**config.mk**
```make
export PLATFORM = sky130hd
export DESIGN_NAME = logo_anim_painter
export DESIGN_NICKNAME = d
export VERILOG_FILES = /design/src/rtl/logo_pkg.sv /design/src/rtl/logo_anim_painter_q_glyph_hit.sv /design/src/rtl/logo_anim_painter.sv
export SDC_FILE = /design/constraint.sdc
export NUM_CORES = 1
export LEC_CHECK = 0
export BUFFER_PORTS_ARGS = -buffer_cell sky130_fd_sc_hd__clkbuf_2
export CAP_MARGIN = 25
export CORE_ASPECT_RATIO = 1.75
export CORE_MARGIN = 2
export CORE_UTILIZATION = 25
export DETAILED_ROUTE_END_ITERATION = 8
export HOLD_SLACK_MARGIN = 0.08
export PLACE_DENSITY_LB_ADDON = 0.2
export SETUP_SLACK_MARGIN = 0.5
export SLEW_MARGIN = 10
export SYNTH_ARGS = -nofsm -noshare
export SYNTH_HDL_FRONTEND = slang
export SYNTH_SLANG_ARGS = --single-unit
```
**constraint.sdc**
```tcl
create_clock -name clk -period 12.4 [get_ports clk]
set_clock_uncertainty 0.05 [all_clocks]
set_input_delay 2.48 -clock clk [delete_from_list [all_inputs] [get_ports clk]]
set_output_delay 2.48 -clock clk [all_outputs]
set_load 0.01 [all_outputs]
```
**src/rtl/logo_pkg.sv**
```systemverilog
// Shared Q-glyph geometry and animation FSM encoding for the logo painter.
package logo_pkg;

  localparam int BAR_W    = 5;
  localparam int BAR_L    = 20;
  localparam int INSET    = 10;
  localparam int TAIL_OFF = 10;

  // Both end-of-travel pauses share ST_PAUSE; a separate direction bit tells them apart.
  typedef enum logic [1:0] {
    ST_IDLE     = 2'd0,
    ST_SCROLL_R = 2'd1,
    ST_PAUSE    = 2'd2,
    ST_SCROLL_L = 2'd3
  } state_t;

  function automatic logic in_span(input int v, input int lo, input int hi);
    return (v >= lo) && (v < hi);
  endfunction

endpackage

```
**src/rtl/logo_anim_painter_q_glyph_hit.sv**
```systemverilog
// Combinational Q stroke-set test on signed glyph-local coordinates.
module q_glyph_hit
  import logo_pkg::*;
#(
  parameter int W = 11
) (
  input  logic signed [W:0] i_lx,
  input  logic signed [W:0] i_ly,
  output logic              o_hit
);

  logic signed [31:0] w_lx, w_ly, w_t, w_d;

  // Widen before subtracting so the tail diagonal cannot wrap for far-off pixels.
  assign w_lx = 32'(i_lx);
  assign w_ly = 32'(i_ly);
  assign w_t  = w_ly - TAIL_OFF;
  assign w_d  = w_lx - TAIL_OFF - w_t;

  assign o_hit = (in_span(w_lx, 0, BAR_W) && in_span(w_ly, 0, BAR_L))
              || (in_span(w_lx, 0, BAR_L) && in_span(w_ly, 0, BAR_W))
              || (in_span(w_lx, BAR_L, BAR_L + BAR_W) && in_span(w_ly, 0, BAR_L))
              || (in_span(w_lx, 0, BAR_L) && in_span(w_ly, BAR_L, BAR_L + BAR_W))
              || (in_span(w_t, 0, BAR_L) && in_span(w_d, 0, BAR_W));

endmodule

```
**src/rtl/logo_anim_painter.sv**
```systemverilog
// Paints GLYPH_N bouncing Q glyphs; hit/hit_idx follow x,y by exactly 2 cycles, never stalls.
module logo_anim_painter
  import logo_pkg::*;
#(
  parameter int COORD_W      = 11,
  parameter int ORIGIN_X     = 500,
  parameter int ORIGIN_Y     = 550,
  parameter int GLYPH_N      = 4,
  parameter int PITCH        = 40,
  parameter int STEP         = 2,
  parameter int DELT_MAX     = 100,
  parameter int PAUSE_FRAMES = 16
) (
  input  logic               clk,
  input  logic               rst,
  input  logic               enable,
  input  logic               frame_start,
  input  logic [GLYPH_N-1:0] glyph_mask,
  input  logic [COORD_W-1:0] x,
  input  logic [COORD_W-1:0] y,
  output logic               hit,
  output logic [2:0]         hit_idx,
  output logic [COORD_W-1:0] delt,
  output logic [1:0]         state_o
);

  localparam int PC_W = $clog2(PAUSE_FRAMES) + 1;
  localparam logic [PC_W-1:0]    PF_LAST = PC_W'(PAUSE_FRAMES - 1);
  localparam logic [COORD_W-1:0] DMAX_L  = COORD_W'(DELT_MAX);
  localparam logic [COORD_W-1:0] STEP_L  = COORD_W'(STEP);
  localparam logic [COORD_W:0]   OY_L    = (COORD_W + 1)'(ORIGIN_Y + INSET);

  state_t              r_state, w_state_n;
  logic                r_at_left, w_at_left_n;
  logic [COORD_W-1:0]  r_delt, w_delt_n, w_delt_up, w_delt_dn;
  logic [PC_W-1:0]     r_pause_cnt, w_pause_cnt_n;

  assign w_delt_up = (r_delt >= DMAX_L - STEP_L) ? DMAX_L : r_delt + STEP_L;
  assign w_delt_dn = (r_delt <= STEP_L) ? '0 : r_delt - STEP_L;

  always_ff @(posedge clk or posedge rst) begin
    if (rst) begin
      r_state     <= ST_IDLE;
      r_at_left   <= 1'b0;
      r_delt      <= '0;
      r_pause_cnt <= '0;
    end else begin
      r_state     <= w_state_n;
      r_at_left   <= w_at_left_n;
      r_delt      <= w_delt_n;
      r_pause_cnt <= w_pause_cnt_n;
    end
  end

  always_comb begin
    w_state_n     = r_state;
    w_at_left_n   = r_at_left;
    w_delt_n      = r_delt;
    w_pause_cnt_n = r_pause_cnt;
    if (frame_start) begin
      if (!enable) begin
        w_state_n = ST_IDLE;
      end else begin
        unique case (r_state)
          // Leaving IDLE takes its first rightward step on the same pulse.
          ST_IDLE, ST_SCROLL_R: begin
            w_delt_n  = w_delt_up;
            w_state_n = ST_SCROLL_R;
            if (w_delt_up == DMAX_L) begin
              w_state_n     = ST_PAUSE;
              w_at_left_n   = 1'b0;
              w_pause_cnt_n = '0;
            end
          end
          ST_PAUSE: begin
            if (r_pause_cnt == PF_LAST) begin
              w_state_n = r_at_left ? ST_SCROLL_R : ST_SCROLL_L;
            end else begin
              w_pause_cnt_n = r_pause_cnt + 1'b1;
            end
          end
          ST_SCROLL_L: begin
            w_delt_n = w_delt_dn;
            if (w_delt_dn == '0) begin
              w_state_n     = ST_PAUSE;
              w_at_left_n   = 1'b1;
              w_pause_cnt_n = '0;
            end
          end
          default: w_state_n = ST_IDLE;
        endcase
      end
    end
  end

  logic signed [COORD_W:0]          w_lx_c [GLYPH_N];
  logic signed [COORD_W:0]          w_ly_c;
  logic [GLYPH_N-1:0][COORD_W:0]    r_lx;
  logic [COORD_W:0]                 r_ly;
  logic [GLYPH_N-1:0]               r_mask;
  logic                             r_en;
  logic [GLYPH_N-1:0]               w_shape, w_g_hit;
  logic [2:0]                       w_idx;
  logic                             w_any;
  logic                             r_hit;
  logic [2:0]                       r_idx;

  assign w_ly_c = $signed({1'b0, y}) - $signed(OY_L);

  for (genvar g = 0; g < GLYPH_N; g++) begin : g_glyph
    localparam logic [COORD_W:0] BASE = (COORD_W + 1)'(ORIGIN_X + INSET + g * PITCH);
    assign w_lx_c[g] = $signed({1'b0, x}) - $signed(BASE + {1'b0, r_delt});

    q_glyph_hit #(.W(COORD_W)) u_hit (
      .i_lx  ($signed(r_lx[g])),
      .i_ly  ($signed(r_ly)),
      .o_hit (w_shape[g])
    );
  end

  assign w_g_hit = w_shape & r_mask;
  assign w_any   = (|w_g_hit) & r_en;

  always_comb begin
    w_idx = '0;
    for (int i = GLYPH_N - 1; i >= 0; i--) begin
      if (w_g_hit[i]) w_idx = 3'(i);
    end
  end

  always_ff @(posedge clk or posedge rst) begin
    if (rst) begin
      r_lx   <= '0;
      r_ly   <= '0;
      r_mask <= '0;
      r_en   <= 1'b0;
      r_hit  <= 1'b0;
      r_idx  <= '0;
    end else begin
      for (int i = 0; i < GLYPH_N; i++) r_lx[i] <= w_lx_c[i];
      r_ly   <= w_ly_c;
      r_mask <= glyph_mask;
      r_en   <= enable;
      r_hit  <= w_any;
      r_idx  <= w_any ? w_idx : 3'd0;
    end
  end

  assign hit     = r_hit;
  assign hit_idx = r_idx;
  assign delt    = r_delt;
  assign state_o = r_state;

endmodule

```
== Yosys cells after proc, flatten, opt, wreduce, memory -nomap -nowiden ==
Cells that the tools add are included.

* Register bits after elaboration: 88
* Output and inout bits: 17
* Word-level logic and storage cells: 169

* Add/sub/neg operators: 21
* Order comparisons: 37
* Equal/unequal tests: 10
* Multiplexer cells: 21
* Bitwise logic cells: 2
* Reductions and logical operators: 65

{| class="wikitable"
|+ Operators by type and width
! operator !! number
|-
| $ge 32x1->1 const B || 5
|-
| $lt 32x4->1 const B || 4
|-
| $sub 32x32->32 || 4
|-
| $lt 12x6->1 const B || 10
|-
| $sub 12x5->13 const B || 5
|-
| $ge 12x1->1 const B || 5
|-
| $ge 12x6->1 const B || 5
|-
| $lt 12x4->1 const B || 5
|-
| $sub 12x12->12 || 4
|-
| $logic_and 1x1->1 || 40
|-
| $add 10x11->12 const A || 3
|-
| $lt 32x6->1 const B || 1
|-
| $mux 11 || 2
|-
| $pmux 11 s2 || 1
|-
| $logic_or 1x1->1 || 16
|-
| $mux 5 || 3
|-
| $pmux 5 s3 || 1
|-
| $add 9x11->12 const A || 1
|-
| $mux 2 || 6
|-
| $mux 3 || 4
|-
| $sub 11x10->12 const B || 1
|-
| $add 11x2->11 const B || 1
|-
| $eq 11x7->1 const B || 1
|-
| $ge 11x7->1 const B || 1
|-
| other kinds (20) || 27
|}

== Depth between registers and ports, before layout ==
* Depth in word-level cells: 13
* Depth in mapped cells: 24
* Depth with buffers taken out: 24

== Modules after synthesis ==
Synthesis repeated with hierarchy kept, for this count alone.

* Cell total of the unflattened synthesis: 1251
* Area total of the unflattened synthesis: 10027.1 µm²

{| class="wikitable"
|+ By module, submodules not included
! module !! times used !! cells an instance !! area each (µm²)
|-
| logo_anim_painter || 1 || 476 || 4613.2
|-
| q_glyph_hit at g_glyph[0].u_hit ... || 3 || 187 || 1323.8
|-
| q_glyph_hit at g_glyph[3].u_hit || 1 || 214 || 1442.6
|}

== Worst setup path after synthesis ==
Ideal clock, no wire load.

* Path type: register to register
* Start point: register r_ly[1]
* End point: register r_idx[0] (netlist: hit_idx[0])
* Arrival: 5.026 ns
* Path slack: 7.247 ns
* Stages on the path, launching flop included: 23
* Path buffers: 0
* Period minus slack after synthesis: 5.153 ns
* Cells stage by stage: dfrtp_1 > inv_1 > ha_1 > nor2b_1 > nor4_1 > xnor2_1 > ha_1 > a21oi_1 > nand2_1 > o211ai_1 > a21oi_1 > o21ai_0 > o21ai_0 > a21o_1 > fa_1 > or4b_1 > nor4_1 > nand3_1 > or4_1 > nor4b_1 > a41o_1 > o211ai_1 > a21boi_1

* Longest elaborated chain between the ends: 13
* Elaborated cells between the ends (all ways): 72
* Classes of those cells: add/sub (5); order compare (15); mux (5); bitwise (2); reduce/logical (45)

{| class="wikitable"
|+ RTL lines
! what !! line !! RTL
|-
| start, declared || logo_anim_painter.sv:99 || <nowiki>logic [COORD_W:0] r_ly;</nowiki>
|-
| start signal, assigned || logo_anim_painter.sv:141 || <nowiki>r_ly <= w_ly_c;</nowiki>
|-
| parallel branches: the longest is 7 deep, another holds $sub 32x32->32 || n/a ||
|-
| $and 4x4->4 (*) || logo_anim_painter.sv:121 || <nowiki>assign w_g_hit = w_shape & r_mask;</nowiki>
|-
| $mux 2 || logo_anim_painter.sv:127 || <nowiki>if (w_g_hit[i]) w_idx = 3'(i);</nowiki>
|-
| $mux 3 (3 in a row) || logo_anim_painter.sv:127 ||
|-
| $mux 3 (*) || logo_anim_painter.sv:145 || <nowiki>r_idx <= w_any ? w_idx : 3'd0;</nowiki>
|-
| end signal, assigned || logo_anim_painter.sv:145 ||
|-
| end, declared || logo_anim_painter.sv:106 || <nowiki>logic [2:0] r_idx;</nowiki>
|}

Mark *: on every way between the ends.
A chain may end at the register's enable or synchronous reset.

== Worst setup path after layout ==
* Start point: register r_lx[38] (netlist name)
* End point: register r_idx[1] (netlist: hit_idx[1])

* Longest elaborated chain between the ends: 13
* Elaborated cells between the ends (all ways): 30
* Classes of those cells: add/sub (2); order compare (7); mux (5); bitwise (2); reduce/logical (14)

{| class="wikitable"
|+ RTL lines
! what !! line !! RTL
|-
| start, declared || logo_anim_painter.sv:98 || <nowiki>logic [GLYPH_N-1:0][COORD_W:0] r_lx;</nowiki>
|-
| start signal, assigned || logo_anim_painter.sv:133 || <nowiki>r_lx <= '0;</nowiki>
|-
| parallel branches: the longest is 6 deep, another holds $sub 32x32->32 || n/a ||
|-
| $logic_or 1x1->1 (*) || logo_anim_painter_q_glyph_hit.sv:24 || <nowiki>|| (in_span(w_t, 0, BAR_L) && in_span(w_d, 0, BAR_W));</nowiki>
|-
| $and 4x4->4 (*) || logo_anim_painter.sv:121 ||
|-
| $mux 2 || logo_anim_painter.sv:127 ||
|-
| $mux 3 (3 in a row) || logo_anim_painter.sv:127 ||
|-
| $mux 3 (*) || logo_anim_painter.sv:145 ||
|}

Marks and branches as above.

==> qor.txt <==
XOR/XNOR Fraction of Synth Area -> 0.0920
IO Port Bufs -> 45
RSZ-0062 raised after global routing -> false
Post-Place Cells -> 1434
Min-delay src -> r_pause_cnt[4]$_DFFE_PP0P_
Static Leakage -> 0.00401 uW
CP Data Required Time -> 12600 ps
Hold_buf cts -> 0
Asr flop ratio synth -> 1.00
Fraction of layout cells with a size suffix above 1 -> 0.0805
Multiplexer share of the synthesized area -> 0.00363
Root Buffer -> clkbuf_16
Hold WC Path Type -> reg2reg
Post-Place Worst Slack -> 6150 ps
Achievable frequency -> 161 MHz
IR drop worst, VDD -> 0.0988 mV
Latest clock arrival within the worst-skew pair -> 360 ps
Most frequent cells in the layout -> inv_1, nor2_1, ha_1, dfrtp_1, o21ai_0
Pwr dens -> 275 nW/um^2
GRT Overall Usage -> 0.156
Drt initial violations -> 292
Setup TNS -> 0 ps
# DRC -> 0
Area after DPL -> 8950 um^2
Final Non-Filler Cells -> 1449
Final Hold Slack -> 445 ps
Arrival @ worst endpoint -> 6420 ps
DP Wirelength -> 22200 um
Row count -> 88
Number of global-route vias before repair -> 7726
Vias per inst -> 5.11
Ys Warns -> 0
CTS Buf Count -> 9
Worst-Margin Slew -> 922 ps
Hold Path End -> r_pause_cnt[4]$_DFFE_PP0P_
Slew Viols, Final -> 0
Clock Sinks -> 76
Main synth FF type -> dfrtp_1
Final Hold Viols -> 0
Post-DRT Antenna Nets -> 0
First-pass GRT wire length -> 41400 um
Die area -> 34600 um^2
Nature of the critical path endpoint -> register
Synth Instances -> 1006
Max-cap violations -> 0
Reg-to-Reg End -> hit_idx[1]$_DFF_PP0_
Largest net degree at the start of global routing -> 40
Most common cell after layout, fill and taps aside -> inv_1
Post-synthesis compound-gate area fraction -> 0.223
Final non-filler cell area -> 9250 um^2
Clock tree buffer depth -> 2
Distinct cells, synth -> 71
Post-synthesis sequential area ratio -> 0.230
Grt peak-use layer -> met2
Routed len/inst -> 18.0 um
Grt ovf -> 0
CP Launch Type -> register
Io pins -> 47
Post-CTS Setup Repair Bufs -> 0
GR Layer Usage met1 -> 0.144
Post-Synth Adder-Cell Area -> 0.179
Reg2Reg Launch Point -> r_lx[38]$_DFF_PP0_
Layout overhead on the synthesized area -> 11.8%
Post-Synth Simple-Gate Area -> 0.217
GP Congestion -> 0.874
R2R depth -> 22
Total Wirelength -> 26100 um
CP Max Fanout -> 14
Setup slack after layout -> 6180 ps
Core area -> 32800 um^2
Post-layout minimum cycle time -> 6220 ps
Met2 Track Usage GR -> 0.321
Starting Density -> 0.252
Die width -> 141 um
CTS tree -> done
Number of synthesized flops with an enable pin -> 0
Flop2flop setup slack -> 6180 ps
Grt met3 use -> 0.0163
WHS Path Cells -> 1
Status -> completed
Post-Syn Nets -> 1142
Nets@finish -> 1176
Die H -> 245 um
Syn Area/Cell -> 8.22 um^2
Critical path class -> reg2reg
DRT Pass-1 Iters -> 5
Setup violations, final -> 0
Post-cts resize count -> 0
Initial antenna violation count -> 0
Period utilization -> 0.502
H-tree depth reported by CTS -> 3
Routed via count -> 7401
Relative slew slack -> 0.386
Yosys reg bits -> 76
Diodes inserted -> 0
Clock transition at path regs -> 60 ps
Syn Std Cell Area -> 8270 um^2
Largest family of logic cells by synthesized area -> compound AO/OA/AOI/OAI gates
Fill count -> 3552
==> cells in the mapped netlist, types with 8 or more instances <==
| library cell | instances | area share |
|---|---|---|
| nor3_1 | 41 | 0.025 |
| nand2_1 | 51 | 0.023 |
| clkbuf_1 | 22 | 0.010 |
| o21ai_0 | 73 | 0.044 |
| a21boi_0 | 8 | 0.0073 |
| inv_1 | 91 | 0.041 |
| a31oi_1 | 10 | 0.0076 |
| dfrtp_1 | 76 | 0.23 |
| ha_1 | 88 | 0.13 |
| a21o_1 | 22 | 0.020 |
| xnor2_1 | 46 | 0.049 |
| or2_2 | 8 | 0.0061 |
| nand3_1 | 13 | 0.0079 |
| nor3b_1 | 10 | 0.0091 |
| o211ai_1 | 12 | 0.011 |
| nor2b_1 | 22 | 0.017 |
| and3_1 | 10 | 0.0076 |
| o21a_1 | 20 | 0.018 |
| nor2_1 | 88 | 0.040 |
| o21bai_1 | 10 | 0.0091 |
| nand2b_1 | 22 | 0.017 |
| fa_1 | 18 | 0.044 |
| nor4_1 | 23 | 0.017 |
| a21oi_1 | 51 | 0.031 |
| xor2_1 | 39 | 0.041 |
==> cell families after synthesis <==
family | after synthesis
compound gates | 278
xor+xnor | 86
fa+ha+maj | 108
buf+inv | 119
flops | 76
mux | 3
other cells | 1
simple gates | 335
==> where the power goes <==
part / internal [uW] / total [uW] / switching, uW
sequential: 331 / 479 / 149
clock: 159 / 265 / 107
combinational: 740 / 1800 / 1060
==> state kept, by name, summed over array words and instances, names as in the netlist <==
name,flops
hit,1
delt,11
r_mask,4
r_en,1
r_ly,12
r_lx,37
r_at_left,1
state_o,2
hit_idx,2
r_pause_cnt,5
==> cell type report <==
class	count	area, um^2	share of cell area
Clock inverter	5	52.6	0.00568
Clock buffer	10	239	0.0258
Inverter	91	343	0.0371
Sequential cell	76	1900	0.206
Multi-Input combinational cell	811	5910	0.639
Tap cell	405	507	0.0548
Timing Repair Buffer	51	290	0.0314
==> metrics by stage <==
step | power, uW | util
final | 2550 | 0.282
after detailed placement | 2280 | 0.273
after CTS | 2560 | 0.282
after floorplan | 1810 | -
after global placement | 2290 | 0.272
after global routing | 2810 | 0.282
==> worst max-delay path by stage <==
stage	cells past startpoint	startpoint	slack [ps]	end
after floorplan	22	r_ly[1]$_DFF_PP0_	7250	hit_idx[0]$_DFF_PP0_
after global placement	22	r_lx[38]$_DFF_PP0_	6240	hit_idx[0]$_DFF_PP0_
after detailed placement	22	r_lx[38]$_DFF_PP0_	6150	hit_idx[0]$_DFF_PP0_
after CTS	22	r_lx[38]$_DFF_PP0_	6120	hit_idx[0]$_DFF_PP0_
after global routing	22	r_lx[38]$_DFF_PP0_	5500	hit_idx[0]$_DFF_PP0_
final	22	r_lx[38]$_DFF_PP0_	6180	hit_idx[1]$_DFF_PP0_
==> metal layers <==
layer	routed length (um)	up-vias
li1	-	3686
met1	8940	3522
met4	1420	0
met3	558	49
met2	15100	144
met5	0	-
==> critical path: stages, from the launching register on <==
cell and delay (ps):
dfrtp_1 580, inv_1 160, ha_1 220, nor2b_1 530
nor4_1 120, xor2_1 170, ha_1 370, o21a_1 130
o21ai_0 530, a21oi_1 90, o21a_1 200, o21ai_0 170
a21oi_1 130, a21o_1 210, fa_1 440, nor4b_1 290
and4b_1 230, nand4_1 90, nor4_1 290, nand4b_1 140
nor4_1 650, nor2b_1 150, o211a_1 160
(Power assumes the default switching activity.)
